[src/rtl/iir_out_decimator.sv]
// -----------------------------------------------------------------------------
// iir_out_decimator
//
// Downstream stage of the 4-bit IIR filter. Accumulates each block of
// 2**SHIFT accepted samples and emits their signed average as one 4-bit
// result, one cycle after the block's last sample. The result sits in an
// output register guarded by out_valid/out_ready. The filter is never
// back-pressured: a new result overwrites an unconsumed one, and each
// overwrite is recorded in a saturating 8-bit drop counter.
//
// Build option:
//   IIR_DECIM_ROUND_EN  defined   -> average rounds half toward +inf
//                       undefined -> average is floor (arithmetic shift)
//
// Parameters:
//   SHIFT  log2 of the decimation factor (1..4)
//   ACC_W  accumulator width, derived as 4+SHIFT (do not override)
//
// Ports:
//   clk        clock, rising edge
//   rst        asynchronous reset, active low
//   in_valid   in_data carries a filter sample this cycle
//   in_data    signed 4-bit filter sample
//   in_ready   high from the first edge after reset release
//   out_valid  out_data holds an unconsumed result
//   out_data   signed 4-bit block average
//   out_ready  consumer takes out_data when out_valid & out_ready
//   drop_cnt   saturating count of overwritten results
// -----------------------------------------------------------------------------
module iir_out_decimator #(
    parameter int SHIFT = 2,
    parameter int ACC_W = 4 + SHIFT
) (
    input  logic              clk,
    input  logic              rst,
    input  logic              in_valid,
    input  logic signed [3:0] in_data,
    output logic              in_ready,
    output logic              out_valid,
    output logic signed [3:0] out_data,
    input  logic              out_ready,
    output logic [7:0]        drop_cnt
);

    localparam logic [SHIFT-1:0] LAST_IDX = '1;

    // Block average of an accumulated sum. ACC_W = 4+SHIFT holds any sum of
    // 2**SHIFT 4-bit samples, plus the rounding bias, so neither the add nor
    // the truncation to 4 bits can overflow.
`ifdef IIR_DECIM_ROUND_EN
    localparam int HALF = 1 << (SHIFT - 1);

    function automatic logic signed [3:0] block_avg(input logic signed [ACC_W-1:0] sum);
        logic signed [ACC_W-1:0] biased;
        biased = sum + ACC_W'(HALF);
        return 4'(biased >>> SHIFT);
    endfunction
`else
    function automatic logic signed [3:0] block_avg(input logic signed [ACC_W-1:0] sum);
        return 4'(sum >>> SHIFT);
    endfunction
`endif

    logic signed [ACC_W-1:0] acc_q, acc_d;
    logic [SHIFT-1:0]        cnt_q, cnt_d;
    logic                    out_valid_q, out_valid_d;
    logic signed [3:0]       out_data_q, out_data_d;
    logic [7:0]              drop_cnt_q, drop_cnt_d;
    logic                    in_ready_q, in_ready_d;

    logic signed [ACC_W-1:0] in_ext;
    logic signed [ACC_W-1:0] sum;
    logic                    complete;

    assign in_ext   = {{SHIFT{in_data[3]}}, in_data};
    assign sum      = acc_q + in_ext;
    assign complete = in_valid && (cnt_q == LAST_IDX);

    always_comb begin
        acc_d       = acc_q;
        cnt_d       = cnt_q;
        out_valid_d = out_valid_q;
        out_data_d  = out_data_q;
        drop_cnt_d  = drop_cnt_q;
        in_ready_d  = 1'b1;

        if (complete) begin
            acc_d       = '0;
            cnt_d       = '0;
            out_data_d  = block_avg(sum);
            out_valid_d = 1'b1;
            // Overwriting a result nobody took this edge counts as a drop.
            if (out_valid_q && !out_ready && (drop_cnt_q != 8'hFF)) begin
                drop_cnt_d = drop_cnt_q + 8'd1;
            end
        end else begin
            if (in_valid) begin
                acc_d = sum;
                cnt_d = cnt_q + 1'b1;
            end
            if (out_valid_q && out_ready) begin
                out_valid_d = 1'b0;
            end
        end
    end

    always_ff @(posedge clk or negedge rst) begin
        if (!rst) begin
            acc_q       <= '0;
            cnt_q       <= '0;
            out_valid_q <= 1'b0;
            out_data_q  <= '0;
            drop_cnt_q  <= '0;
            in_ready_q  <= 1'b0;
        end else begin
            acc_q       <= acc_d;
            cnt_q       <= cnt_d;
            out_valid_q <= out_valid_d;
            out_data_q  <= out_data_d;
            drop_cnt_q  <= drop_cnt_d;
            in_ready_q  <= in_ready_d;
        end
    end

    assign in_ready  = in_ready_q;
    assign out_valid = out_valid_q;
    assign out_data  = out_data_q;
    assign drop_cnt  = drop_cnt_q;

endmodule

[config.mk]
export PLATFORM = sky130hd
export DESIGN_NAME = iir_out_decimator
export DESIGN_NICKNAME = d
export VERILOG_FILES = /design/src/rtl/iir_out_decimator.sv
export SDC_FILE = /design/constraint.sdc
export NUM_CORES = 1
export LEC_CHECK = 0
export CORE_UTILIZATION = 47
export DETAILED_ROUTE_END_ITERATION = 12
export GPL_ROUTABILITY_DRIVEN = 0
export PLACE_DENSITY_LB_ADDON = 0.1
export RECOVER_POWER = 100
export SLEW_MARGIN = 0
export SYNTH_ARGS = -nofsm -noshare
export SYNTH_HDL_FRONTEND = slang
export SYNTH_SLANG_ARGS = --single-unit
[constraint.sdc]
create_clock -name clk -period 3.6 [get_ports clk]
set_input_delay 0.36 -clock clk [delete_from_list [all_inputs] [get_ports clk]]
set_output_delay 0.36 -clock clk [all_outputs]
set_load 0.02 [all_outputs]
==> impl_summary.txt <==
----------------------------------------------------
[Status]
  Outcome ... completed

[Placed design]
  Half-perimeter wire length of the detailed placement result ... 1.72 mm
  DP Cell Count ... 162
  Total placed instance area ... 1440 um^2
  Count of buffers from port buffering ... 21

[GRT]
  Wire length of the first global-routing pass ... 4.04 mm
  Pin count of the biggest net entering global routing ... 23
  Tot GR Track Use ... 20.8%
  Antenna violations before repair ... 0
  Vias in the first global route ... 915
  Total overflow reported by the global router ... 0

[Clock network]
  Clk root buf ... clkbuf_4
  Clock buffer depth ... 2
  Clock-pin transition on the worst setup and hold timing paths ... 0.11 ns
  CTS sink count ... 22
  Insertion delay to the later sink of the worst-skew pair ... 0.32 ns
  TritonCTS Buffers ... 3
  H-tree Lvls ... 1
  Total of hold buffers inserted after clock tree synthesis ... 0
  TritonCTS clock tree ... done
  # Post-CTS Setup Buffers ... 0
  Cts repair resizes ... 0

[Pwr]
  Power density cells ... 630 nW/um^2
  Reported leakage power ... 0.708 nW
  Final Total Pwr ... 928 uW
  IR Drop Worst-Case VDD ... 0.415 mV

[STA]
  Setup violation total in the final timing report ... 0
  Setup TNS Final ... 0 ns
  RSZ-0062 raised after global routing ... no
  Period Utilization, post-route ... 58.8%
  Relative slew margins ... 36.8%
  Layout Skew ... 0.00981 ns
  Worst hold-check slack ... 0.491 ns
  Final worst path period need ... 2.12 ns
  Maximum clock rate ... 473 MHz
  Max Transition Viols Final ... 0
  Slew at the pin closest to its max-slew limit ... 0.946 ns
  Final-report hold violation count ... 0

[Flow run]
  Max cap viols ... 0

[Floorplanning]
  Cell Rows ... 17
  I/O pin count ... 22
  Die boundary width ... 52.5 um
  Starting density of the core ... 52.2%
  Die area ... 2760 um^2
  Height of the chip ... 52.5 um
  Core box area ... 2300 um^2

[Detailed routing]
  Post-detailed-route wirelength per cell ... 13.7 um
  Iteration-0 DRC Markers ... 4
  First-pass iteration count of the detailed router ... 5
  Total via count after detailed routing ... 906
  Total wirelength of the detailed-routed design ... 2.27 mm
  Mean number of vias per cell ... 5.46
  Number of remaining DRC errors ... 0
  Residual antenna-violating net count after detailed routing ... 0

[Yosys]
  List of most frequent post-synthesis cells ... dfrtp_1, inv_1, nand2_1
  Synthesized area per cell ... 10.5 um^2
  Most instantiated flip-flop cell in the synthesis netlist ... dfrtp_1
  Cells after synthesis ... 114
  Number of synthesized flops with an enable pin ... 0
  Post-synthesis sequential area ratio ... 45.9%
  Cell taking the most area after synthesis ... dfrtp_1
  Leading post-synthesis cells by cell area ... dfrtp_1, ha_1, xor2_1, inv_1, mux2_2
  Fraction of synthesis flops using an asynchronous set or reset pin ... 100%
  Most common cell in the synthesized netlist ... dfrtp_1
  Area fraction of the dominant cell type after synthesis ... 45.9%
  Register bit total from synthesis ... 22
  Area of the mapped netlist ... 1200 um^2
  Synth Warn # ... 0
  Net Count, Synth ... 130
  Count of different cell masters after synthesis ... 40

[Critical path]
  Highest cell delay on the worst timing path ... 0.66 ns
  Slowest library cell on the worst path ... dlygate4sd3_1
  Type of the worst setup path ... in -> reg
  Data arrival time of the worst path ... 2.36 ns
  Critical Path Start Type ... input port
  Required arrival time at the worst endpoint ... 3.84 ns
  Sequence of cells on the critical path ... dlygate4sd3_1 -> ha_1 -> o21ai_0 -> o2111a_1 -> or3_1 -> o221ai_2
  Crit Path Max Fanout ... 8
  Setup crit end kind ... register

[Finish]
  Share of cells above drive strength 1 ... 5.80%
  Fin cells ... 166
  ANT cells ... 0
  Area added between synthesis and finish ... 22.9%
  Fill cells ... 202
  Non-Filler Cell Area, Final ... 1470 um^2
  Net count of the finished layout ... 155

[Min path]
  Class of the tightest hold or removal check ... reg -> reg

----------------------------------------------------
==> cell usage in the layout, fill, tap and decap left out, types with 3 or more instances in the layout <==
cell type | synthesis | final
o22ai_1 | 3 | 3
ha_1 | 7 | 7
o21ai_0 | 5 | 6
nand2b_1 | 4 | 4
mux2_2 | 3 | 3
nand2_1 | 8 | 8
nand4_1 | 3 | 3
dlygate4sd3_1 | 0 | 19
inv_1 | 11 | 11
xnor2_1 | 3 | 3
dfrtp_1 | 22 | 22
xor2_1 | 5 | 5
clkbuf_4 | 0 | 3
a21oi_1 | 3 | 3
nor2_1 | 4 | 4
==> kinds of logic after synthesis <==
kind of cell               share of synthesized area [%]
DFF                                                 45.9
muxes                                               4.59
other                                              0.313
AOI/OAI and AO/OA                                   14.7
and+or+nand+nor                                     15.9
adders and majority gates                           8.98
xor gates and xnor gates                            5.85
buffers and inverters                               3.76
==> critical path, delay by kind of cell <==
kind                     cells  cell delay (ns)
AO/OA/AOI/OAI                3             0.54
adder cells (fa/ha/maj)      1             0.40
buffers and inverters        1             0.66
AND/OR/NAND/NOR              1             0.39
==> registers in the layout (all words and copies together) (netlist names) <==
name and cells:
acc_q 6, cnt_q 2, drop_cnt 8, in_ready 1, out_data 4, out_valid 1
==> per-stage QoR <==
stage / util [%] / setup slack (ns)
floorplan: - / 1.98
global placement: 62.7 / 1.29
detailed placement: 62.7 / 1.26
CTS: 64.3 / 1.60
global route: 64.1 / 1.39
finish: 64.1 / 1.48
==> power by group <==
| group | switching [mW] | internal, mW | total [mW] |
|---|---|---|---|
| logic | 0.226 | 0.195 | 0.421 |
| registers | 0.0478 | 0.320 | 0.368 |
| clock network | 0.0775 | 0.0620 | 0.139 |
| total | 0.351 | 0.577 | 0.928 |
==> cell type report <==
type	count	area [um^2]	share of cell area, %
Sequential cell	22	551	37.4
Clock buffer	4	36.3	2.46
Multi-Input combinational cell	80	599	40.7
Timing Repair Buffer	21	210	14.3
Inverter	11	41.3	2.80
Tap cell	28	35.0	2.38
==> path summary, 6_finish.rpt <==
kind                                      start              endpoint  slack [ns]  cells past startpoint
max                                  in_data[3]  acc_q[5]$_DFFE_PN0P_        1.48                      6
max reg2reg                acc_q[2]$_DFFE_PN0P_  acc_q[5]$_DFFE_PN0P_        1.80                      5
min in group asynchronous                   rst  acc_q[1]$_DFFE_PN0P_        0.61                      1
min                        cnt_q[0]$_DFFE_PN0P_  cnt_q[0]$_DFFE_PN0P_        0.49                      1
min reg2reg                cnt_q[0]$_DFFE_PN0P_  cnt_q[0]$_DFFE_PN0P_        0.49                      1
max in group asynchronous                   rst    in_ready$_DFF_PN0_        2.40                      1
==> metal layers <==
layer,share of wire [%],vias to the layer above,global-route usage (%)
met1,49,425,27.2
met4,2.1,0,9.21
met5,0,-,0
met3,4.5,4,6.09
met2,44,25,31.6
li1,-,452,-
(Power assumes the default switching activity.)
